$ cat config.mk
export PLATFORM = sky130hd
export DESIGN_NAME = cache_ctrl_flat
export DESIGN_NICKNAME = d
export VERILOG_FILES = /design/src/rtl/cache_ctrl_pkg.sv /design/src/rtl/cache_ctrl_if.sv /design/src/rtl/cache_line_array.sv /design/src/rtl/cache_ctrl.sv /design/src/flat_wrapper.sv
export SDC_FILE = /design/constraint.sdc
export NUM_CORES = 1
export LEC_CHECK = 0
export CORE_MARGIN = 2
export CORE_UTILIZATION = 33
export DETAILED_ROUTE_END_ITERATION = 12
export REMOVE_ABC_BUFFERS = 1
export SYNTH_ARGS = -nofsm -noshare
export SYNTH_HDL_FRONTEND = slang
export SYNTH_SLANG_ARGS = --single-unit
$ cat constraint.sdc
create_clock -name clk -period 7.5 [get_ports clk]
set_input_delay 1.5 -clock clk [delete_from_list [all_inputs] [get_ports clk]]
set_output_delay 1.5 -clock clk [all_outputs]
set_load 0.01 [all_outputs]
$ cat src/rtl/cache_ctrl_pkg.sv
// Definitions shared by cache_ctrl and the memory bus it talks to:
// bus widths and the IDEL/RD/WT command codes.
package cache_ctrl_pkg;

    localparam int unsigned ADDRWIDTH    = 16;
    localparam int unsigned WORDWIDTH    = 16;
    localparam int unsigned IOSTATEWIDTH = 2;

    localparam logic [IOSTATEWIDTH-1:0] IDEL = 2'd0;
    localparam logic [IOSTATEWIDTH-1:0] RD   = 2'd1;
    localparam logic [IOSTATEWIDTH-1:0] WT   = 2'd2;

    // Code 2'd3 is not a request and behaves like IDEL.
    function automatic logic is_req(input logic [IOSTATEWIDTH-1:0] rw);
        return (rw == RD) || (rw == WT);
    endfunction

endpackage

$ cat src/rtl/cache_ctrl_if.sv
// Processor-side and memory-bus-side signals of one cache controller.
// master is the controller's view; slave is the processor/bus environment's view.
interface cache_ctrl_if;
    import cache_ctrl_pkg::*;

    logic [IOSTATEWIDTH-1:0] rwFromCpu;
    logic [ADDRWIDTH-1:0]    addrFromCpu;
    logic [WORDWIDTH-1:0]    dataFromCpu;
    logic [WORDWIDTH-1:0]    dataToCpu;
    logic                    readyToCpu;

    logic [IOSTATEWIDTH-1:0] rwToBus;
    logic [ADDRWIDTH-1:0]    addrToBus;
    logic [WORDWIDTH-1:0]    dataToBus;
    logic [WORDWIDTH-1:0]    dataFromBus;
    logic                    rdEnFromBus;
    logic                    wbDoneFromBus;

    modport master (
        input  rwFromCpu, addrFromCpu, dataFromCpu, dataFromBus, rdEnFromBus, wbDoneFromBus,
        output dataToCpu, readyToCpu, rwToBus, addrToBus, dataToBus
    );

    modport slave (
        output rwFromCpu, addrFromCpu, dataFromCpu, dataFromBus, rdEnFromBus, wbDoneFromBus,
        input  dataToCpu, readyToCpu, rwToBus, addrToBus, dataToBus
    );

endinterface

$ cat src/rtl/cache_line_array.sv
// Line storage for a direct-mapped cache: valid/dirty/tag/data per index,
// one synchronous write port, combinational read, reset clears valid and dirty.
module cache_line_array #(
    parameter int unsigned INDEXWIDTH = 4,
    parameter int unsigned TAGWIDTH   = 12,
    parameter int unsigned WORDWIDTH  = 16
) (
    input  logic                  i_clk,
    input  logic                  i_reset,
    input  logic                  i_we,
    input  logic [INDEXWIDTH-1:0] i_widx,
    input  logic [TAGWIDTH-1:0]   i_wtag,
    input  logic [WORDWIDTH-1:0]  i_wdata,
    input  logic                  i_wvalid,
    input  logic                  i_wdirty,
    input  logic [INDEXWIDTH-1:0] i_ridx,
    output logic                  o_valid,
    output logic                  o_dirty,
    output logic [TAGWIDTH-1:0]   o_tag,
    output logic [WORDWIDTH-1:0]  o_data
);

    localparam int unsigned LINES = 1 << INDEXWIDTH;

    logic [LINES-1:0]     r_valid;
    logic [LINES-1:0]     r_dirty;
    logic [TAGWIDTH-1:0]  r_tag  [LINES];
    logic [WORDWIDTH-1:0] r_data [LINES];

    always_ff @(posedge i_clk) begin
        if (i_reset) begin
            r_valid <= '0;
            r_dirty <= '0;
        end else if (i_we) begin
            r_valid[i_widx] <= i_wvalid;
            r_dirty[i_widx] <= i_wdirty;
        end
    end

    // Reset has priority so an aborted fill never lands in the array.
    always_ff @(posedge i_clk) begin
        if (!i_reset && i_we) begin
            r_tag[i_widx]  <= i_wtag;
            r_data[i_widx] <= i_wdata;
        end
    end

    assign o_valid = r_valid[i_ridx];
    assign o_dirty = r_dirty[i_ridx];
    assign o_tag   = r_tag[i_ridx];
    assign o_data  = r_data[i_ridx];

endmodule

$ cat src/rtl/cache_ctrl.sv
// Direct-mapped, write-back, write-allocate L1 controller, one word per line.
// Define CACHE_STATS_EN to add saturating hitCount/missCount outputs.
module cache_ctrl
    import cache_ctrl_pkg::*;
#(
    parameter int unsigned INDEXWIDTH = 4
) (
    input  logic         clk,
    input  logic         reset,
    cache_ctrl_if.master io_cc
`ifdef CACHE_STATS_EN
    ,
    output logic [15:0]  hitCount,
    output logic [15:0]  missCount
`endif
);

    localparam int unsigned TAGWIDTH = ADDRWIDTH - INDEXWIDTH;

    typedef enum logic [2:0] {S_IDLE, S_CMP, S_WB, S_GAP, S_FILL, S_DONE} state_t;

    state_t                  r_state, w_state_next;
    logic                    r_is_write, w_is_write_next;
    logic [ADDRWIDTH-1:0]    r_addr, w_addr_next;
    logic [WORDWIDTH-1:0]    r_data, w_data_next;
    logic [WORDWIDTH-1:0]    r_data_to_cpu, w_data_to_cpu_next;
    logic                    r_ready, w_ready_next;
    logic [IOSTATEWIDTH-1:0] r_rw_bus, w_rw_bus_next;
    logic [ADDRWIDTH-1:0]    r_addr_bus, w_addr_bus_next;
    logic [WORDWIDTH-1:0]    r_data_bus, w_data_bus_next;

    logic [INDEXWIDTH-1:0]   w_index;
    logic [TAGWIDTH-1:0]     w_tag;
    logic                    w_line_valid, w_line_dirty, w_hit;
    logic [TAGWIDTH-1:0]     w_line_tag;
    logic [WORDWIDTH-1:0]    w_line_data;
    logic                    w_we, w_wvalid, w_wdirty;
    logic [TAGWIDTH-1:0]     w_wtag;
    logic [WORDWIDTH-1:0]    w_wdata;

    assign w_index = r_addr[INDEXWIDTH-1:0];
    assign w_tag   = r_addr[ADDRWIDTH-1:INDEXWIDTH];
    assign w_hit   = w_line_valid && (w_line_tag == w_tag);

    cache_line_array #(
        .INDEXWIDTH (INDEXWIDTH),
        .TAGWIDTH   (TAGWIDTH),
        .WORDWIDTH  (WORDWIDTH)
    ) u_lines (
        .i_clk    (clk),
        .i_reset  (reset),
        .i_we     (w_we),
        .i_widx   (w_index),
        .i_wtag   (w_wtag),
        .i_wdata  (w_wdata),
        .i_wvalid (w_wvalid),
        .i_wdirty (w_wdirty),
        .i_ridx   (w_index),
        .o_valid  (w_line_valid),
        .o_dirty  (w_line_dirty),
        .o_tag    (w_line_tag),
        .o_data   (w_line_data)
    );

    always_comb begin
        w_state_next       = r_state;
        w_is_write_next    = r_is_write;
        w_addr_next        = r_addr;
        w_data_next        = r_data;
        w_data_to_cpu_next = r_data_to_cpu;
        w_ready_next       = 1'b0;
        w_rw_bus_next      = r_rw_bus;
        w_addr_bus_next    = r_addr_bus;
        w_data_bus_next    = r_data_bus;
        // Array writes default to rewriting the current line unchanged.
        w_we               = 1'b0;
        w_wvalid           = w_line_valid;
        w_wdirty           = w_line_dirty;
        w_wtag             = w_line_tag;
        w_wdata            = w_line_data;

        unique case (r_state)
            S_IDLE: begin
                if (is_req(io_cc.rwFromCpu)) begin
                    w_is_write_next = (io_cc.rwFromCpu == WT);
                    w_addr_next     = io_cc.addrFromCpu;
                    w_data_next     = io_cc.dataFromCpu;
                    w_state_next    = S_CMP;
                end
            end
            S_CMP: begin
                if (w_hit) begin
                    w_ready_next = 1'b1;
                    w_state_next = S_DONE;
                    if (r_is_write) begin
                        w_we     = 1'b1;
                        w_wdata  = r_data;
                        w_wdirty = 1'b1;
                    end else begin
                        w_data_to_cpu_next = w_line_data;
                    end
                end else if (w_line_valid && w_line_dirty) begin
                    w_rw_bus_next   = WT;
                    w_addr_bus_next = {w_line_tag, w_index};
                    w_data_bus_next = w_line_data;
                    w_state_next    = S_WB;
                end else begin
                    w_rw_bus_next   = RD;
                    w_addr_bus_next = r_addr;
                    w_state_next    = S_FILL;
                end
            end
            S_WB: begin
                if (io_cc.wbDoneFromBus) begin
                    w_we          = 1'b1;
                    w_wdirty      = 1'b0;
                    w_rw_bus_next = IDEL;
                    w_state_next  = S_GAP;
                end
            end
            S_GAP: begin
                w_rw_bus_next   = RD;
                w_addr_bus_next = r_addr;
                w_state_next    = S_FILL;
            end
            S_FILL: begin
                if (io_cc.rdEnFromBus) begin
                    w_we          = 1'b1;
                    w_wvalid      = 1'b1;
                    w_wdirty      = 1'b0;
                    w_wtag        = w_tag;
                    w_wdata       = io_cc.dataFromBus;
                    w_rw_bus_next = IDEL;
                    w_state_next  = S_CMP;
                end
            end
            S_DONE: begin
                if (!is_req(io_cc.rwFromCpu)) begin
                    w_state_next = S_IDLE;
                end
            end
            default: w_state_next = S_IDLE;
        endcase
    end

    always_ff @(posedge clk) begin
        if (reset) begin
            r_state       <= S_IDLE;
            r_is_write    <= 1'b0;
            r_addr        <= '0;
            r_data        <= '0;
            r_data_to_cpu <= '0;
            r_ready       <= 1'b0;
            r_rw_bus      <= IDEL;
            r_addr_bus    <= '0;
            r_data_bus    <= '0;
        end else begin
            r_state       <= w_state_next;
            r_is_write    <= w_is_write_next;
            r_addr        <= w_addr_next;
            r_data        <= w_data_next;
            r_data_to_cpu <= w_data_to_cpu_next;
            r_ready       <= w_ready_next;
            r_rw_bus      <= w_rw_bus_next;
            r_addr_bus    <= w_addr_bus_next;
            r_data_bus    <= w_data_bus_next;
        end
    end

    assign io_cc.dataToCpu  = r_data_to_cpu;
    assign io_cc.readyToCpu = r_ready;
    assign io_cc.rwToBus    = r_rw_bus;
    assign io_cc.addrToBus  = r_addr_bus;
    assign io_cc.dataToBus  = r_data_bus;

`ifdef CACHE_STATS_EN
    logic [15:0] r_hit_cnt;
    logic [15:0] r_miss_cnt;
    logic        r_refill;

    // r_refill marks the re-compare right after a fill so it is not counted as a hit.
    always_ff @(posedge clk) begin
        if (reset) begin
            r_hit_cnt  <= '0;
            r_miss_cnt <= '0;
            r_refill   <= 1'b0;
        end else begin
            if (r_state == S_CMP) begin
                if (w_hit && !r_refill && (r_hit_cnt != 16'hFFFF)) begin
                    r_hit_cnt <= r_hit_cnt + 16'd1;
                end
                if (!w_hit && (r_miss_cnt != 16'hFFFF)) begin
                    r_miss_cnt <= r_miss_cnt + 16'd1;
                end
            end
            r_refill <= (r_state == S_FILL) && io_cc.rdEnFromBus;
        end
    end

    assign hitCount  = r_hit_cnt;
    assign missCount = r_miss_cnt;
`endif

endmodule

$ cat src/flat_wrapper.sv
// flat-port wrapper written by rule: the top's interface ports become plain ports
module cache_ctrl_flat import cache_ctrl_pkg::*;
#(
    parameter int unsigned INDEXWIDTH = 4
)
  (clk, reset, io_cc_rwFromCpu, io_cc_addrFromCpu, io_cc_dataFromCpu, io_cc_dataFromBus, io_cc_rdEnFromBus, io_cc_wbDoneFromBus, io_cc_dataToCpu, io_cc_readyToCpu, io_cc_rwToBus, io_cc_addrToBus, io_cc_dataToBus);
  cache_ctrl_if io_cc_i ();
  input  logic clk;
  input  logic reset;
  input wire logic [$bits(io_cc_i.rwFromCpu)-1:0] io_cc_rwFromCpu;
  input wire logic [$bits(io_cc_i.addrFromCpu)-1:0] io_cc_addrFromCpu;
  input wire logic [$bits(io_cc_i.dataFromCpu)-1:0] io_cc_dataFromCpu;
  input wire logic [$bits(io_cc_i.dataFromBus)-1:0] io_cc_dataFromBus;
  input wire logic [$bits(io_cc_i.rdEnFromBus)-1:0] io_cc_rdEnFromBus;
  input wire logic [$bits(io_cc_i.wbDoneFromBus)-1:0] io_cc_wbDoneFromBus;
  output wire logic [$bits(io_cc_i.dataToCpu)-1:0] io_cc_dataToCpu;
  output wire logic [$bits(io_cc_i.readyToCpu)-1:0] io_cc_readyToCpu;
  output wire logic [$bits(io_cc_i.rwToBus)-1:0] io_cc_rwToBus;
  output wire logic [$bits(io_cc_i.addrToBus)-1:0] io_cc_addrToBus;
  output wire logic [$bits(io_cc_i.dataToBus)-1:0] io_cc_dataToBus;
  assign io_cc_i.rwFromCpu = io_cc_rwFromCpu;
  assign io_cc_i.addrFromCpu = io_cc_addrFromCpu;
  assign io_cc_i.dataFromCpu = io_cc_dataFromCpu;
  assign io_cc_i.dataFromBus = io_cc_dataFromBus;
  assign io_cc_i.rdEnFromBus = io_cc_rdEnFromBus;
  assign io_cc_i.wbDoneFromBus = io_cc_wbDoneFromBus;
  assign io_cc_dataToCpu = io_cc_i.dataToCpu;
  assign io_cc_readyToCpu = io_cc_i.readyToCpu;
  assign io_cc_rwToBus = io_cc_i.rwToBus;
  assign io_cc_addrToBus = io_cc_i.addrToBus;
  assign io_cc_dataToBus = io_cc_i.dataToBus;
  cache_ctrl #(.INDEXWIDTH(INDEXWIDTH)) u_core (.clk(clk), .reset(reset), .io_cc(io_cc_i));
endmodule
-- Yosys cells after proc, flatten, opt, wreduce, memory -nomap -nowiden
Memory sizes are Yosys's and may differ from the RTL's. A register that Yosys moved wholly into a read port is not among the register bits.
Cells that the tools add are included.
- bitwise operators: 3
- reductions and logical operators: 16
- $lt $le $gt $ge: 2
- mux-type cells: 48
- eq/ne operators: 13
- operator list (operator ; number):
    16-bit two-way mux ; 5
    16-bit case mux with 2 select lines ; 2
    16-bit bitwise mux ; 2
    12-bit two-way mux ; 2
    3-bit two-way mux ; 6
    3-bit case mux with 6 select lines ; 1
    1-bit two-way mux ; 16
    4-bit two-way mux ; 4
    12-bit == test ; 1
    1-bit binary-select mux with 4-bit select ; 2
    2-bit two-way mux ; 4
    2-bit != test, second input constant ; 4
    2-bit case mux with 4 select lines ; 1
    4-bit AND reduction ; 2
    3-bit by 2-bit == test with 1-bit output, second input constant ; 2
    3-bit == test, second input constant ; 2
    1-bit case mux with 3 select lines ; 2
    3-bit AND reduction ; 2
    4-bit by 5-bit less-than comparator with 1-bit output, second input constant ; 1
    1-bit demux with 4-bit select ; 1
    4-bit by 1-bit >= comparator with 1-bit output, second input constant ; 1
    1-bit logical AND ; 4
    2-bit AND reduction ; 2
    4-bit nonzero test ; 1
    10 further kinds ; 12
- logic and storage cells: 95
- RAM bits: 448
- memories: 2
- register bits after elaboration: 119
- input port bits: 54
- output and inout bits: 51
- memory list (memory ; depth ; width ; rd ports ; clocked after memory_dff ; write ports ; RTL line ; text):
    u_core.u_lines.r_data ; 16 ; 16 ; 1 ; 1 ; 1 ; cache_line_array.sv:28 ; logic [WORDWIDTH-1:0] r_data [LINES];
    u_core.u_lines.r_tag ; 16 ; 12 ; 1 ; 1 ; 1 ; cache_line_array.sv:27 ; logic [TAGWIDTH-1:0] r_tag [LINES];

-- Longest topological paths before layout
Gate-level depths: netlist of run 1.
- depth after elaboration: 8
- depth in mapped cells: 15
- mapped depth without buffers: 9

-- By module
From an unflattened synthesis of run 1, not the netlist that was laid out.
- cells, all modules: 1399
- area total of the unflattened synthesis: 22930.7 um^2
- by module, submodules not included (module ; area each (um^2) ; times used ; cells each ; seq. area each (um^2)):
    cache_line_array ; 18669.2 ; 1 ; 883 ; 14093.5
    cache_ctrl ; 4261.6 ; 1 ; 516 ; 1741.7

-- Worst setup path after synthesis of run 1
OpenSTA, ideal clock, no wires.
- path kind: input to register
- start: in io_cc_rdEnFromBus
- end: mem u_core.u_lines.r_data[15][0], enable pin
- arrival: 4737 ps
- setup time: 448 ps
- required time: 7052 ps
- setup slack: 2315 ps
- buffers on the path: 2
- stages on the path: 7
- cells stage by stage: clkbuf_1 > nor2b_1 > nand2_1 > a21oi_1 > nor2_4 > buf_6 > nor3_1
- word-level cells in the longest chain between the ends: 5
- RTL lines (item ; RTL line ; text):
    from (decl) ; flat_wrapper.sv:14 ; input wire logic [$bits(io_cc_i.rdEnFromBus)-1:0] io_cc_rdEnFromBus;
    1-bit two-way mux ; cache_ctrl.sv:127 ; if (io_cc.rdEnFromBus) begin
    1-bit case mux with 3 select lines ; cache_ctrl.sv:82 ; unique case (r_state)
    1-bit logical AND ; cache_line_array.sv:42 ; if (!i_reset && i_we) begin
    1-bit two-way mux ; cache_line_array.sv:42 ;
    1-bit two-way mux (implied by the code) ; cache_line_array.sv:44 ; r_data[i_widx] <= i_wdata;
    to (decl) ; cache_line_array.sv:28 ;
No other way between the ends.

==> impl_metrics.csv, run 1 <==
group,metric,value,unit
flow_run,max_cap_violations,0,
sta,fmax,189,MHz
final_layout,syn2layout_area_growth,17.1,%
cts,hold_buffers,0,
routing,drt-pass1-iter-count,5,
placed_design,dp_cells,2483,
routing,vias,13500,
cts,ctsHtreeMaxLevel,2,
critical_path,r2r_end,"u_core.u_lines.r_data[0][7]",
placed_design,port_buffers,104,
hold_path,hold_path_end,"u_core.r_data[14]",
cts,cts_root_buf,"clkbuf_16",
logic_synthesis,synth_area_leaders,"edfxtp_1 57%, dfxtp_1 10%, mux4_2 10%",
floorplanning,die_x,271,um
power_and_ir_drop,cellPowerDensity,288,nW/um2
logic_synthesis,ys_seq_area_share,67.7,%
global_route,grt_max_degree,55,
routing,drt.antenna.violating_nets,0,
critical_path,crit_path_start_kind,"flip-flop",
sta,rsz0062_at_grt,"false",
hold_path,hp-start,"u_core.r_data[14]",
final_layout,fin_nets,1658,
floorplanning,die_y,271,um
logic_synthesis,synth_common_cells,"448 x edfxtp_1, 178 x nand2_1, 123 x dfxtp_1",
logic_synthesis,synth_area,23500,um2
routing,drtIter0Drc,1411,
sta,clock_skew,0.0184,ns
logic_synthesis,yosys.area.top_type,"edfxtp_1",
final_layout,drive_gt1_share,19.4,%
status,status,"completed",
floorplanning,dieArea,73400,um2
logic_synthesis,async_reset_ff_share,0,%
cts,post_cts_resized,0,
sta,slew_headroom,9.42,%
global_route,gr-usage-all-layers,16.4,%
power_and_ir_drop,ir_drop,0.000176,V
sta,min_period_over_period,70.7,%
floorplanning,core_area,70300,um2
sta,hold_viol_final,0,
cts,cts_tree,"done",
final_layout,fin_area,27500,um2
logic_synthesis,synth.distinct_cells,73,
logic_synthesis,netlist_instances,1490,
global_route,antenna_found_initial,0,
routing,drt-total-wl,61.0,mm
power_and_ir_drop,p_leak,9.01,nW
placed_design,place.gp.congestion,0.869,
placed_design,place_hpwl,36.9,mm
logic_synthesis,synth_top_cell_area_share,57.2,%
critical_path,worst_setup_path_end_kind,"flip-flop",
routing,drc_errors,0,
sta,tightest_slew,1.36,ns
cts,cts_buffer_depth,3,
logic_synthesis,syn_avg_cell_area,15.8,um2
sta,finalSetupViolations,0,
sta,slew_violations,0,
logic_synthesis,synth-seq-cells,571,
floorplanning,ios,105,
logic_synthesis,synth_edf_count,448,
hold_path,min_path_cells,2,
final_layout,instances_no_fill,2592,
floorplanning,initial_utilization,33.5,%
floorplanning,core.rowCount,97,
critical_path,r2r_setup_slack,2.20,ns
final_layout,antenna_cells,0,
cts,clk_latency,0.63,ns
logic_synthesis,synth_warnings,0,
logic_synthesis,yosysMostFrequentCell,"edfxtp_1",
cts,cts_buffers,58,
critical_path,cp_max_fo,54,
global_route,grt_pass1_wl,90.3,mm
routing,vias_per_cell,5.22,
cts,post_cts_buffers,0,
cts,cts_sinks,571,
routing,avgRoutedWirePerCell,23.5,um
critical_path,r2r_cells,10,
placed_design,dpl_cell_area,25700,um2
sta,timing.final.crit_period,5.30,ns
logic_synthesis,synthFlopType,"edfxtp_1",
global_route,grt_pass1_vias,13600,
critical_path,required,7.73,ns
critical_path,criticalPathCategory,"reg -> reg",
hold_path,hp-class,"reg -> reg",
global_route,grt-ovfl-total,0,
cts,clk_pin_slew,0.06,ns
critical_path,arrival,5.53,ns
==> sequential cells by signal (all words and copies together) (netlist names), 2 cells and up, named ones only <==
name                    flops
u_core.u_lines.r_valid     16
u_core.r_addr              16
u_core.r_state              3
u_core.u_lines.r_data     256
u_core.io_cc.addrToBus     16
u_core.u_lines.r_dirty     16
u_core.r_data              16
u_core.io_cc.dataToCpu     16
u_core.io_cc.dataToBus     16
u_core.u_lines.r_tag      192
u_core.io_cc.rwToBus        2
==> worst max-delay path, cell delays in order, from the launching register on <==
cell	delay, ns
dfxtp_4	0.94
buf_4	0.50
nor2b_1	0.31
a22oi_1	0.16
nand4b_1	0.11
o211ai_1	0.19
a2111oi_4	0.40
and4_1	0.39
nand3_2	0.52
a21oi_1	0.31
a2bb2oi_1	1.03
==> cell usage in the layout, fill, tap and decap left out, types with 5 or more instances in the layout <==
master	Yosys	final
inv_1	9	8
nor3_2	9	7
mux2i_1	122	122
o21ai_0	21	19
nor3_1	16	9
a31o_2	7	7
clkinv_1	0	7
clkbuf_1	46	16
a21oi_1	61	60
a22oi_1	27	27
edfxtp_1	448	448
o21ai_1	13	15
nor2b_1	13	13
xnor2_1	11	11
nand3_1	17	17
o22ai_1	6	6
clkbuf_8	0	5
buf_4	7	45
a2bb2oi_1	8	8
o211ai_2	5	5
a32oi_1	7	7
clkbuf_16	0	59
nand2_1	178	178
mux2_2	26	26
clkdlybuf4s50_1	0	103
nor3_4	0	9
dfxtp_1	123	119
nand2b_1	12	12
nor2_1	82	82
mux4_2	105	105
clkinv_2	0	12
==> power breakdown <==
group          internal [mW]  switching [mW]  total [mW]
Sequential              3.78           0.106        3.89
Clock                   1.61            1.23        2.83
Combinational          0.408           0.804        1.21
==> metrics by stage <==
stage | setup WS (ns) | TNS, ns | power (mW) | hold WS, ns | util [%]
finish | 2.20 | 0 | 7.93 | 0.453 | 39.2
global route | 1.85 | 0 | 8.22 | 0.472 | 39.2
CTS | 2.11 | 0 | 7.99 | 0.454 | 39.2
detailed placement | 2.14 | 0 | 5.16 | 0.445 | 36.5
global placement | 2.31 | 0 | 5.12 | 0.444 | 36.5
floorplan | -1.34 | -381.58 | 4.69 | 0.427 | -
==> per-layer routing <==
| metal | wire length [um] | track usage, % | share of wire (%) |
|---|---|---|---|
| met4 | 1430 | 4.41 | 2.4 |
| met3 | 4420 | 2.74 | 7.3 |
| met2 | 28300 | 26.2 | 46 |
| met1 | 26800 | 23.3 | 44 |
| met5 | 0 | 0 | 0 |
==> cell families after synthesis <==
family / after synthesis / synth area share (%)
mux: 256 / 16.8
fa+ha+maj: 1 / 0.0532
simple gates: 358 / 7.01
compound gates: 184 / 5.41
xor+xnor: 12 / 0.447
flops: 571 / 67.7
buf+inv: 108 / 2.62
==> final cells by class <==
class / count / area, um2
fillers: 6433 / 42700
flip-flops and latches: 571 / 15900
multi-input cells: 811 / 7080
clock buffers: 80 / 1610
repair buffers: 152 / 1450
well taps: 940 / 1180
clock inverters: 29 / 267
inverters: 9 / 33.8
==> worst max path at each step <==
| stage | endpoint | start | slack [ns] | depth (start not counted) |
|---|---|---|---|---|
| floorplan | u_core.u_lines.r_data[4][0] | flip-flop | -1.34 | 9 |
| global placement | u_core.u_lines.r_data[6][7] | flip-flop | 2.31 | 10 |
| detailed placement | u_core.u_lines.r_data[5][6] | flip-flop | 2.14 | 10 |
| CTS | u_core.u_lines.r_data[2][6] | flip-flop | 2.11 | 10 |
| global route | u_core.u_lines.r_data[0][7] | flip-flop | 1.85 | 10 |
| finish | u_core.u_lines.r_data[0][7] | flip-flop | 2.20 | 10 |
(Power assumes the default switching activity.)
==> run 2: changes to the inputs <==
==> constraint.sdc (replaced) <==
create_clock -name clk -period 4.6 [get_ports clk]
set_input_delay 0.92 -clock clk [delete_from_list [all_inputs] [get_ports clk]]
set_output_delay 0.92 -clock clk [all_outputs]
set_load 0.01 [all_outputs]
==> impl_metrics.csv, run 2 (same netlist as run 1, synthesis figures left out) <==
group,metric,value,unit
status,status,"completed",
critical_path,cp_max_fo,23,
final_layout,fin_nets,1706,
placed_design,place.gp.congestion,0.841,
critical_path,worst_setup_path_end_kind,"flip-flop",
routing,avgRoutedWirePerCell,23.6,um
hold_path,hp-class,"reg -> reg",
critical_path,r2r_end,"u_core.u_lines.r_data[8][3]",
hold_path,min_path_cells,2,
final_layout,final_util,39.9,%
cts,cts_root_buf,"clkbuf_16",
final_layout,regMostFlops,"u_core.u_lines.r_data",
sta,tightest_slew,1.13,ns
floorplanning,core_area,70300,um2
critical_path,r2r_setup_slack,0.45,ns
critical_path,crit_chain,"mux4_1 -> mux2_2 -> a32oi_4 -> xnor2_1 -> nand3b_1 -> and4b_1 -> nand3_2 -> buf_12 -> a21oi_1 -> a2bb2oi_1",
cts,hold_buffers,0,
global_route,grt_pass1_wl,91.9,mm
sta,setup_tns,0,ns
cts,clk_pin_slew,0.06,ns
flow_run,max_cap_violations,0,
cts,post_cts_resized,0,
cts,clk_latency,0.63,ns
cts,ctsHtreeMaxLevel,2,
floorplanning,core.rowCount,97,
cts,post_cts_buffers,0,
sta,slew_headroom,24.1,%
hold_path,hold_path_end,"u_core.r_data[3]",
critical_path,arrival,4.42,ns
critical_path,r2r_cells,10,
sta,clock_skew,0.0380,ns
floorplanning,initial_utilization,33.5,%
routing,drt.antenna.violating_nets,0,
cts,cts_buffer_depth,3,
sta,timing.final.crit_period,4.15,ns
power_and_ir_drop,ir_drop,0.000340,V
power_and_ir_drop,p_leak,9.32,nW
final_layout,largest_reg_flops,256,
final_layout,syn2layout_area_growth,19.3,%
cts,cts_sinks,571,
global_route,gr-usage-all-layers,16.8,%
routing,drc_errors,0,
sta,setup_slack,0.452,ns
placed_design,dpl_cell_area,26000,um2
critical_path,critPathSlowestCell,"a2bb2oi_1",
global_route,antenna_found_initial,0,
routing,vias,13800,
critical_path,crit_path_start_kind,"flip-flop",
final_layout,antenna_cells,0,
routing,vias_per_cell,5.21,
power_and_ir_drop,cellPowerDensity,473,nW/um2
routing,drt-pass1-iter-count,5,
sta,min_period_over_period,90.2,%
final_layout,final_common_cell,"edfxtp_1",
critical_path,required,4.87,ns
routing,drtIter0Drc,1366,
sta,slew_violations,0,
final_layout,fin_area,28000,um2
sta,rsz0062_at_grt,"false",
sta,finalSetupViolations,0,
placed_design,pre_cts_ws,0.283,ns
sta,hold_slack,0.455,ns
placed_design,port_buffers,104,
floorplanning,ios,105,
global_route,grt_pass1_vias,13700,
cts,cts_buffers,59,
final_layout,drive_gt1_share,22.1,%
global_route,grt_max_degree,58,
final_layout,reg_top3,"u_core.u_lines.r_data (256), u_core.u_lines.r_tag (192)",
hold_path,hp-start,"u_core.r_data[3]",
sta,fmax,241,MHz
critical_path,slowest_delay,0.91,ns
floorplanning,die_y,271,um
cts,cts_tree,"done",
critical_path,criticalPathCategory,"reg -> reg",
sta,hold_viol_final,0,
routing,drt-total-wl,62.4,mm
floorplanning,die_x,271,um
floorplanning,dieArea,73400,um2
placed_design,place_hpwl,38.8,mm
final_layout,final_cell_mix,"448 x edfxtp_1, 178 x nand2_1, 122 x mux2i_1, 119 x dfxtp_1, 105 x mux4_2",
global_route,grt-ovfl-total,0,
-- run 2: changes by cell type in the layout (fill, tap and decap cells not counted), moves of 2 or more --
cell       previous run  this run
a2bb2oi_1             8         5
o21ai_0              19        21
o21ai_1              15        13
buf_4                45        91
bufinv_16             3         6
clkinv_2             12         9
clkinv_4              0         3
clkbuf_1             16        14
a2bb2oi_2             0         3
-- run 2: final cells by class --
class                   instances  area, um2
repair buffers                199       1810
clock inverters                32        357
inverters                       9       33.8
fillers                      6315      42200
multi-input cells             811       7100
well taps                     940       1180
clock buffers                  80       1640
flip-flops and latches        571      15900
-- run 2: per-layer routing --
metal	GRT usage [%]	share of wire, %	vias to the layer above	wire (um)
li1	-	-	6079	-
met3	3.38	7.8	86	4840
met1	23.4	44	7078	27200
met5	0	0	-	0
met4	4.27	2.2	0	1350
met2	26.8	47	529	29000
-- run 2: how the worst max path moves through the flow --
stage	from	to	slack, ns	cells past startpoint
4_1_cts	flip-flop	u_core.u_lines.r_data[8][8]	0.31	9
2_1_floorplan	flip-flop	u_core.u_lines.r_data[4][0]	-4.24	9
3_3_place_gp	flip-flop	u_core.u_lines.r_data[5][8]	0.41	9
6_report	flip-flop	u_core.u_lines.r_data[8][3]	0.45	10
3_5_place_dp	flip-flop	u_core.u_lines.r_data[5][8]	0.28	9
5_1_grt	flip-flop	u_core.u_lines.r_data[8][15]	0.08	9
-- run 2: critical path, delay by kind of cell (launching register included) --
| kind | cells | cell delay, ns |
|---|---|---|
| AO/OA/AOI/OAI | 3 | 1.24 |
| multiplexers | 2 | 0.90 |
| AND/OR/NAND/NOR | 3 | 0.76 |
| flip-flops | 1 | 0.59 |
| buffers and inverters | 1 | 0.19 |
| XOR/XNOR | 1 | 0.11 |
-- run 2: through the flow --
stage	power, mW	cells
2_1_floorplan	7.64	1391
3_3_place_gp	8.43	2530
3_5_place_dp	8.50	2530
4_1_cts	13.4	2642
5_1_grt	13.8	2642
6_report	13.3	2642
-- run 2: where the power goes --
part	total (mW)	internal, mW	switching (mW)
Sequential	6.29	6.15	0.137
Combinational	2.12	0.750	1.37
Clock	4.87	2.84	2.03
